<file path="src/rtl/spi_master_lite_pkg.sv">
// spi_master_lite_pkg: shared FSM state encoding and width helpers for spi_master_lite.
//   ST_*   : FSM state constants (IDLE, SETUP, HIGH, LOW, TAIL)
//   len_w  : width of a bit-count field able to hold 0..max_bits
//   sel_w  : width of a slave-index field for n selects (at least 1)
package spi_master_lite_pkg;

    localparam int unsigned ST_W = 3;

    localparam logic [ST_W-1:0] ST_IDLE  = 3'd0;
    localparam logic [ST_W-1:0] ST_SETUP = 3'd1;
    localparam logic [ST_W-1:0] ST_HIGH  = 3'd2;
    localparam logic [ST_W-1:0] ST_LOW   = 3'd3;
    localparam logic [ST_W-1:0] ST_TAIL  = 3'd4;

    function automatic int unsigned len_w(input int unsigned max_bits);
        return $unsigned($clog2(max_bits + 1));
    endfunction

    function automatic int unsigned sel_w(input int unsigned n);
        return (n > 1) ? $unsigned($clog2(n)) : 1;
    endfunction

endpackage

</file>
<file path="src/rtl/spi_master_lite_if.sv">
// spi_master_lite_if: command/response handshake plus SPI pad signals.
//   cmd_valid/cmd_ready/cmd_tx/cmd_len/cmd_sel : command channel into the initiator
//   rsp_valid/rsp_data                         : one-cycle completion pulse and received bits
//   busy                                       : transfer in progress
//   spi_sck/spi_ss/spi_mosi/spi_miso           : SPI pads
//   cmd_lsb_first                              : present only when SPI_LSB_FIRST_EN is defined
// Modports: master = the SPI initiator, slave = the host/pad side facing it.
interface spi_master_lite_if
    import spi_master_lite_pkg::*;
#(
    parameter int unsigned MAX_BITS = 16,
    parameter int unsigned SS_WIDTH = 8
) ();

    localparam int unsigned LEN_W = len_w(MAX_BITS);
    localparam int unsigned SEL_W = sel_w(SS_WIDTH);

    logic                cmd_valid;
    logic                cmd_ready;
    logic [MAX_BITS-1:0] cmd_tx;
    logic [LEN_W-1:0]    cmd_len;
    logic [SEL_W-1:0]    cmd_sel;
    logic                rsp_valid;
    logic [MAX_BITS-1:0] rsp_data;
    logic                busy;
    logic                spi_sck;
    logic [SS_WIDTH-1:0] spi_ss;
    logic                spi_mosi;
    logic                spi_miso;

`ifdef SPI_LSB_FIRST_EN
    logic                cmd_lsb_first;

    modport master (
        input  cmd_valid, cmd_tx, cmd_len, cmd_sel, cmd_lsb_first, spi_miso,
        output cmd_ready, rsp_valid, rsp_data, busy, spi_sck, spi_ss, spi_mosi
    );

    modport slave (
        output cmd_valid, cmd_tx, cmd_len, cmd_sel, cmd_lsb_first, spi_miso,
        input  cmd_ready, rsp_valid, rsp_data, busy, spi_sck, spi_ss, spi_mosi
    );
`else
    modport master (
        input  cmd_valid, cmd_tx, cmd_len, cmd_sel, spi_miso,
        output cmd_ready, rsp_valid, rsp_data, busy, spi_sck, spi_ss, spi_mosi
    );

    modport slave (
        output cmd_valid, cmd_tx, cmd_len, cmd_sel, spi_miso,
        input  cmd_ready, rsp_valid, rsp_data, busy, spi_sck, spi_ss, spi_mosi
    );
`endif

endinterface

</file>
<file path="src/rtl/spi_master_lite_clkgen.sv">
// spi_master_lite_clkgen: phase timer for the SPI FSM.
//   clock, reset_n : system clock, async active-low reset
//   run            : FSM is outside IDLE
//   reload         : FSM changes state this cycle; restart the phase
//   phase_tick_c   : high in the last cycle of each CLK_DIV-cycle phase
module spi_master_lite_clkgen #(
    parameter int unsigned CLK_DIV = 4
) (
    input  logic clock,
    input  logic reset_n,
    input  logic run,
    input  logic reload,
    output logic phase_tick_c
);

    localparam int unsigned CNT_W = (CLK_DIV > 1) ? $unsigned($clog2(CLK_DIV)) : 1;

    logic [CNT_W-1:0] cnt;

    // Down-counter: CLK_DIV-1 on the first cycle of a phase, 0 on the last.
    always_ff @(posedge clock or negedge reset_n) begin
        if (!reset_n) begin
            cnt <= CNT_W'(CLK_DIV - 1);
        end else if (reload || !run) begin
            cnt <= CNT_W'(CLK_DIV - 1);
        end else if (cnt != '0) begin
            cnt <= cnt - CNT_W'(1);
        end
    end

    assign phase_tick_c = run && (cnt == '0);

endmodule

</file>
<file path="src/rtl/spi_master_lite.sv">
// spi_master_lite: CPOL=0 SPI initiator. Accepts a valid/ready command (tx bits, length, slave index),
// runs one ss-framed transfer and returns the captured miso bits as a one-cycle rsp_valid pulse.
//   clock, reset_n : system clock, async active-low reset
//   bus (master)   : command/response handshake and SPI pads, see spi_master_lite_if
// Parameters: CLK_DIV (sck half-period, >=2), MAX_BITS (max bits per transfer), SS_WIDTH (selects).
// Optional build macro SPI_LSB_FIRST_EN adds cmd_lsb_first (LSB-first bit order when set).
module spi_master_lite
    import spi_master_lite_pkg::*;
#(
    parameter int unsigned CLK_DIV  = 4,
    parameter int unsigned MAX_BITS = 16,
    parameter int unsigned SS_WIDTH = 8
) (
    input  logic              clock,
    input  logic              reset_n,
    spi_master_lite_if.master bus
);

    localparam int unsigned LEN_W = len_w(MAX_BITS);
    localparam int unsigned SEL_W = sel_w(SS_WIDTH);

    logic [ST_W-1:0]     state;
    logic [ST_W-1:0]     state_d;
    logic                ready_q;
    logic                busy_q;
    logic                rsp_valid_q;
    logic [MAX_BITS-1:0] rsp_data_q;
    logic                sck_q;
    logic                mosi_q;
    logic [SS_WIDTH-1:0] ss_q;
    logic [MAX_BITS-1:0] tx_sh;
    logic [MAX_BITS-1:0] rx_sh;
    logic [LEN_W-1:0]    len_q;
    logic [LEN_W-1:0]    bit_cnt;
    logic                lsb_first;

    logic                accept_c;
    logic                run_c;
    logic                reload_c;
    logic                phase_tick_c;
    logic                enter_high_c;
    logic                leave_high_c;
    logic                finish_c;
    logic                lsb_first_c;
    logic [LEN_W-1:0]    len_eff_c;
    logic [MAX_BITS-1:0] tx_init_c;
    logic [MAX_BITS-1:0] rx_next_c;
    logic [SS_WIDTH-1:0] ss_dec_c;

`ifdef SPI_LSB_FIRST_EN
    assign lsb_first_c = bus.cmd_lsb_first;
`else
    assign lsb_first_c = 1'b0;
`endif

    assign accept_c     = bus.cmd_valid && ready_q;
    assign run_c        = (state != ST_IDLE);
    assign reload_c     = (state_d != state);
    assign enter_high_c = phase_tick_c && (state_d == ST_HIGH);
    assign leave_high_c = phase_tick_c && (state == ST_HIGH);
    assign finish_c     = phase_tick_c && (state == ST_TAIL);

    assign len_eff_c = (bus.cmd_len > LEN_W'(MAX_BITS)) ? LEN_W'(MAX_BITS) : bus.cmd_len;

    // MSB-first: pre-align cmd_tx[len-1] to the top so every bit leaves from the same position.
    assign tx_init_c = lsb_first_c ? bus.cmd_tx : (bus.cmd_tx << (LEN_W'(MAX_BITS) - len_eff_c));

    spi_master_lite_clkgen #(
        .CLK_DIV (CLK_DIV)
    ) u_clkgen (
        .clock        (clock),
        .reset_n      (reset_n),
        .run          (run_c),
        .reload       (reload_c),
        .phase_tick_c (phase_tick_c)
    );

    // Slave-select decode; an out-of-range index leaves every select high.
    always_comb begin
        ss_dec_c = '1;
        for (int unsigned i = 0; i < SS_WIDTH; i++) begin
            if (SEL_W'(i) == bus.cmd_sel) begin
                ss_dec_c[i] = 1'b0;
            end
        end
    end

    // Receive shift: MSB-first enters at bit 0, LSB-first enters at bit len-1; both end right-aligned.
    always_comb begin
        rx_next_c = {rx_sh[MAX_BITS-2:0], bus.spi_miso};
        if (lsb_first) begin
            rx_next_c = (rx_sh >> 1) | (MAX_BITS'(bus.spi_miso) << (len_q - LEN_W'(1)));
        end
    end

    // State register.
    always_ff @(posedge clock or negedge reset_n) begin
        if (!reset_n) begin
            state <= ST_IDLE;
        end else begin
            state <= state_d;
        end
    end

    // Next-state logic; a zero-length command completes without leaving IDLE.
    always_comb begin
        state_d = state;
        case (state)
            ST_IDLE:  if (accept_c && (len_eff_c != '0)) state_d = ST_SETUP;
            ST_SETUP: if (phase_tick_c) state_d = ST_HIGH;
            ST_HIGH:  if (phase_tick_c) state_d = ST_LOW;
            ST_LOW:   if (phase_tick_c) state_d = (bit_cnt == '0) ? ST_TAIL : ST_HIGH;
            ST_TAIL:  if (phase_tick_c) state_d = ST_IDLE;
            default:  state_d = ST_IDLE;
        endcase
    end

    // Handshake, shift registers and registered SPI outputs.
    always_ff @(posedge clock or negedge reset_n) begin
        if (!reset_n) begin
            ready_q     <= 1'b1;
            busy_q      <= 1'b0;
            rsp_valid_q <= 1'b0;
            rsp_data_q  <= '0;
            sck_q       <= 1'b0;
            mosi_q      <= 1'b1;
            ss_q        <= '1;
            tx_sh       <= '0;
            rx_sh       <= '0;
            len_q       <= '0;
            bit_cnt     <= '0;
            lsb_first   <= 1'b0;
        end else begin
            rsp_valid_q <= 1'b0;

            if (accept_c) begin
                ready_q   <= 1'b0;
                busy_q    <= 1'b1;
                len_q     <= len_eff_c;
                bit_cnt   <= len_eff_c;
                tx_sh     <= tx_init_c;
                rx_sh     <= '0;
                lsb_first <= lsb_first_c;
                if (len_eff_c == '0) begin
                    rsp_valid_q <= 1'b1;
                    rsp_data_q  <= '0;
                end else begin
                    ss_q <= ss_dec_c;
                end
            end else if ((state == ST_IDLE) && !ready_q) begin
                // One cycle after the response pulse the block reopens for commands.
                ready_q <= 1'b1;
                busy_q  <= 1'b0;
            end

            // Rising sck: present the next tx bit and sample miso in the same clock.
            if (enter_high_c) begin
                sck_q   <= 1'b1;
                mosi_q  <= lsb_first ? tx_sh[0] : tx_sh[MAX_BITS-1];
                tx_sh   <= lsb_first ? (tx_sh >> 1) : (tx_sh << 1);
                rx_sh   <= rx_next_c;
                bit_cnt <= bit_cnt - LEN_W'(1);
            end

            if (leave_high_c) begin
                sck_q <= 1'b0;
            end

            if (finish_c) begin
                ss_q        <= '1;
                mosi_q      <= 1'b1;
                rsp_valid_q <= 1'b1;
                rsp_data_q  <= rx_sh;
            end
        end
    end

    assign bus.cmd_ready = ready_q;
    assign bus.busy      = busy_q;
    assign bus.rsp_valid = rsp_valid_q;
    assign bus.rsp_data  = rsp_data_q;
    assign bus.spi_sck   = sck_q;
    assign bus.spi_mosi  = mosi_q;
    assign bus.spi_ss    = ss_q;

endmodule
</file>
<file path="src/flat_wrapper.sv">
// flat-port wrapper written by rule: the top's interface ports become plain ports
module spi_master_lite_flat import spi_master_lite_pkg::*;
#(
    parameter int unsigned CLK_DIV  = 4,
    parameter int unsigned MAX_BITS = 16,
    parameter int unsigned SS_WIDTH = 8
)
  (clock, reset_n, bus_cmd_valid, bus_cmd_tx, bus_cmd_len, bus_cmd_sel, bus_spi_miso, bus_cmd_ready, bus_rsp_valid, bus_rsp_data, bus_busy, bus_spi_sck, bus_spi_ss, bus_spi_mosi);
  spi_master_lite_if #(.MAX_BITS(MAX_BITS), .SS_WIDTH(SS_WIDTH)) bus_i ();
  input  logic clock;
  input  logic reset_n;
  input wire logic [$bits(bus_i.cmd_valid)-1:0] bus_cmd_valid;
  input wire logic [$bits(bus_i.cmd_tx)-1:0] bus_cmd_tx;
  input wire logic [$bits(bus_i.cmd_len)-1:0] bus_cmd_len;
  input wire logic [$bits(bus_i.cmd_sel)-1:0] bus_cmd_sel;
  input wire logic [$bits(bus_i.spi_miso)-1:0] bus_spi_miso;
  output wire logic [$bits(bus_i.cmd_ready)-1:0] bus_cmd_ready;
  output wire logic [$bits(bus_i.rsp_valid)-1:0] bus_rsp_valid;
  output wire logic [$bits(bus_i.rsp_data)-1:0] bus_rsp_data;
  output wire logic [$bits(bus_i.busy)-1:0] bus_busy;
  output wire logic [$bits(bus_i.spi_sck)-1:0] bus_spi_sck;
  output wire logic [$bits(bus_i.spi_ss)-1:0] bus_spi_ss;
  output wire logic [$bits(bus_i.spi_mosi)-1:0] bus_spi_mosi;
  assign bus_i.cmd_valid = bus_cmd_valid;
  assign bus_i.cmd_tx = bus_cmd_tx;
  assign bus_i.cmd_len = bus_cmd_len;
  assign bus_i.cmd_sel = bus_cmd_sel;
  assign bus_i.spi_miso = bus_spi_miso;
  assign bus_cmd_ready = bus_i.cmd_ready;
  assign bus_rsp_valid = bus_i.rsp_valid;
  assign bus_rsp_data = bus_i.rsp_data;
  assign bus_busy = bus_i.busy;
  assign bus_spi_sck = bus_i.spi_sck;
  assign bus_spi_ss = bus_i.spi_ss;
  assign bus_spi_mosi = bus_i.spi_mosi;
  spi_master_lite #(.CLK_DIV(CLK_DIV), .MAX_BITS(MAX_BITS), .SS_WIDTH(SS_WIDTH)) u_core (.clock(clock), .reset_n(reset_n), .bus(bus_i));
endmodule
</file>
<file path="config.mk">
export PLATFORM = sky130hd
export DESIGN_NAME = spi_master_lite_flat
export DESIGN_NICKNAME = d
export VERILOG_FILES = /design/src/rtl/spi_master_lite_pkg.sv /design/src/rtl/spi_master_lite_if.sv /design/src/rtl/spi_master_lite_clkgen.sv /design/src/rtl/spi_master_lite.sv /design/src/flat_wrapper.sv
export SDC_FILE = /design/constraint.sdc
export NUM_CORES = 1
export LEC_CHECK = 0
export ABC_AREA = 1
export BUFFER_PORTS_ARGS = -buffer_cell sky130_fd_sc_hd__buf_2
export CAP_MARGIN = 20
export CORE_MARGIN = 3
export CORE_UTILIZATION = 45
export DETAILED_ROUTE_END_ITERATION = 16
export PLACE_DENSITY = 0.75
export SLEW_MARGIN = 25
export SYNTH_ARGS = -nofsm -noshare
export SYNTH_HDL_FRONTEND = slang
export SYNTH_SLANG_ARGS = --single-unit
</file>
<file path="constraint.sdc">
create_clock -name clock -period 2.1 [get_ports clock]
set_input_delay 0.21 -clock clock [delete_from_list [all_inputs] [get_ports clock]]
set_output_delay 0.21 -clock clock [all_outputs]
set_load 0.005 [all_outputs]
</file>
==> qor.yml <==
critical_path:
  critical_path_arrival_ns: 2.14
  required_ns: 2.33
  critPathSlowestCell: "dfstp_2"
  worstPathCellList: "inv_1 > ha_1 > inv_1 > a21oi_2 > nand2_1 > nand3_1 > nand2_1 > nand2_2 > nand2_2 > buf_4 > o22ai_1"
  critPathKind: "flip-flop to flip-flop"
  r2r-start: "u_core.u_clkgen.cnt[0]$_DFFE_PN1P_"
  timing.critical_path.to: "u_core.rx_sh[4]$_DFFE_PN0P_"
  timing.rr.end: "u_core.rx_sh[4]$_DFFE_PN0P_"
  reg2reg_slack_ns: 0.19
  cp-startpoint: "u_core.u_clkgen.cnt[0]$_DFFE_PN1P_"
  cp_max_fo: 16
  start_kind: "flip-flop"
  slowest_delay_ns: 0.53
  critPathCaptureType: "flip-flop"
  reg2regPathDepth: 11
timing:
  slew_headroom: 0.692
  finClkSkew_ns: 0.00981
  hold_slack_ns: 0.0374
  setup_violations: 0
  period_needed_ns: 1.91
  fin_crit_sh: 0.912
  finalHoldViolCount: 0
  rsz0062_at_grt: "no"
  drv_slew: 0
  tightest_slew_ns: 0.461
  setup_tns_ns: 0
  max_freq_mhz: 522
power:
  irDropWorstVdd_v: 0.000480
  clock_power_share: 0.246
  p_leak_nw: 2.39
  power.switching_mw: 1.77
  combPwrFrac: 0.331
  p_per_area_mw_per_mm2: 1090
  p_int_mw: 3.32
  netSwitchingFraction: 0.347
  p_seq_frac: 0.423
cts:
  post-cts-setup-buffers: 0
  h-tree-depth: 3
  clock-sinks: 71
  worstSkewPairLatency_ns: 0.35
  clk_pin_slew_ns: 0.08
  tritoncts: "yes"
  clockBufferDepth: 2
  cts_root_buf: "clkbuf_8"
  cts_made_buffers: 9
grt:
  grtUsageTotal: 0.174
  first_global_vias: 3326
  grt_pass1_wl_um: 14600
  grt-ovfl-total: 0
  grt_max_degree: 72
  grt_antenna_before_repair: 0
cells_and_area:
  final_cell_area_mm2: 0.00467
  post-route-util: 0.554
  nets: 599
  drive_above_1_share: 0.231
  antenna_cells: 0
  finalNonFillerCells: 676
  areaGrowthSynthToFinish_pct: 16.3
place:
  place_inst: 658
  placed_area_mm2: 0.00439
  io_buffers: 56
  hpwl_um: 6170
  gp_congestion: 0.929
drt:
  drc: 0
  drt_iter0_markers: 136
  wl_per_cell_um: 12.7
  viasPerCell: 5.24
  routed-via-count: 3539
  ant_nets: 0
  first_pass_iters: 4
  routed_wl_um: 8590
die:
  start_util: 0.477
  core_area_mm2: 0.00842
  dieHeight_um: 100
  die_area_mm2: 0.0101
  die_w_um: 100
  row_count: 33
  ios: 57
synth:
  yosys.cell_types.count: 40
  syn_nets: 540
  async_reset_ff_frac: 1.00
  yosysSeqAreaShare: 0.446
  synth-edff-count: 0
  synth.avg_cell_area_um2: 7.92
  netlist_area_mm2: 0.00402
  postSynthCellCount: 507
  ys_warn_count: 0
  synth-main-ff-cell: "dfrtp_1"
  ys_ff_latch: 71
run:
  cap_viol_max_count: 0
run_status:
  outcome: "finished, final reports clean"
min_path:
  hp-class: "input pin to flip-flop"
## how the worst min path moves through the flow
stage,from,to,slack (ns),depth (start not counted)
global placement,reset_n,u_core.state[2]$_DFF_PN0_,0.26,2
global route,bus_cmd_valid,u_core.bus.cmd_ready$_DFFE_PN1P_,0.04,2
detailed placement,reset_n,u_core.state[2]$_DFF_PN0_,0.26,2
finish,bus_cmd_valid,u_core.bus.cmd_ready$_DFFE_PN1P_,0.04,2
CTS,bus_cmd_valid,u_core.bus.cmd_ready$_DFFE_PN1P_,0.03,2
floorplan,reset_n,u_core.bit_cnt[0]$_DFFE_PN0P_,-0.09,0
## synth_stat cells, types with 2 or more instances
cell      instances  area share
clkbuf_1          9      0.0084
nand3b_1          3      0.0056
buf_4             3      0.0056
o21bai_1          5      0.0093
nand2_1         111        0.10
nand3_2           7       0.017
o41ai_1           6       0.013
inv_1            60       0.056
dfrtp_1          59        0.37
nor3_1            2      0.0025
nor2_1           13       0.012
nand2_4           3      0.0084
buf_6             8       0.022
xor2_1            4      0.0087
and2_1            4      0.0062
a21oi_1           5      0.0062
o21ai_1          15       0.019
nand2_2           4      0.0062
o22ai_1          15       0.023
buf_2             4      0.0050
dfstp_2          12       0.079
o21ai_0          23       0.029
ha_1              5       0.016
nand4_1           2      0.0031
o211ai_1          2      0.0037
inv_2             9      0.0084
nand3_1         100        0.12
nor4_1            2      0.0031
## critical path: cells and delay by family (launching register included)
kind	cells	cell delay, ns
AOI/OAI and AO/OA	2	0.15
DFF	1	0.53
and+or+nand+nor	5	0.51
buffers and inverters	3	0.39
adders and majority gates	1	0.22
## registers in the layout, summed over array words and instances (netlist names)
name                  cells
u_core.bus.rsp_data      16
u_core.rx_sh             16
u_core.tx_sh             16
u_core.bus.spi_ss         8
u_core.bit_cnt            5
u_core.state              3
u_core.u_clkgen.cnt       2
u_core.bus.busy           1
u_core.bus.cmd_ready      1
u_core.bus.rsp_valid      1
u_core.bus.spi_mosi       1
u_core.bus.spi_sck        1
## through the flow
| step | setup WS, ns | power [mW] |
|---|---|---|
| after global placement | 0.121 | 3.78 |
| final | 0.186 | 5.08 |
| after CTS | 0.123 | 5.12 |
| after floorplan | 0.000964 | 3.27 |
| after detailed placement | 0.0991 | 3.86 |
| after global routing | 0.00620 | 5.46 |
## area by class of cell
| class | count | area (um2) |
|---|---|---|
| Clock buffer | 10 | 138 |
| Clock inverter | 6 | 92.6 |
| Fill cell | 779 | 3750 |
| Inverter | 70 | 275 |
| Multi-Input combinational cell | 342 | 1800 |
| Sequential cell | 71 | 1790 |
| Tap cell | 105 | 131 |
| Timing Repair Buffer | 72 | 445 |
## what timing repair did
action / 4_1_cts / 5_1_grt
gates resized for setup: 0 / 5
hold endpoints to repair: 59 / 0
setup endpoints to repair: 0 / 12
hold buffers: 1 / 0
## cells in the final DEF, fill, tap and decap left out, drive strengths merged, types with 6 or more instances in the layout
master / n
dfstp: 12
buf: 70
nand3: 107
nor2: 15
o22ai: 15
o21ai: 39
inv: 71
dfrtp: 59
nand2: 118
o41ai: 6
clkbuf: 11
a21oi: 6
## routing by layer
layer / wire length [um] / part of all wire / vias to the layer above / track usage
li1: - / - / 1797 / -
met1: 4110 / 0.48 / 1634 / 0.231
met2: 3940 / 0.46 / 98 / 0.288
met3: 424 / 0.049 / 10 / 0.0215
met4: 121 / 0.014 / 0 / 0.0746
met5: 0 / 0 / - / 0
## power groups by stage
stage | combinational (mW) | sequential [mW] | clock (mW)
2_1_floorplan | 1.10 | 2.17 | 0
3_3_place_gp | 1.63 | 2.15 | 0
3_5_place_dp | 1.68 | 2.17 | 0
4_1_cts | 1.70 | 2.15 | 1.27
5_1_grt | 1.93 | 2.21 | 1.32
6_report | 1.68 | 2.15 | 1.25
## cells by family after synthesis
kind of cell,Yosys count,share of synthesized area
adder cells (fa/ha/maj),5,0.0156
AND/OR/NAND/NOR,257,0.309
AO/OA/AOI/OAI,76,0.113
XOR/XNOR,4,0.00872
buffers and inverters,94,0.108
flip-flops,71,0.446
(Power assumes the default switching activity.)
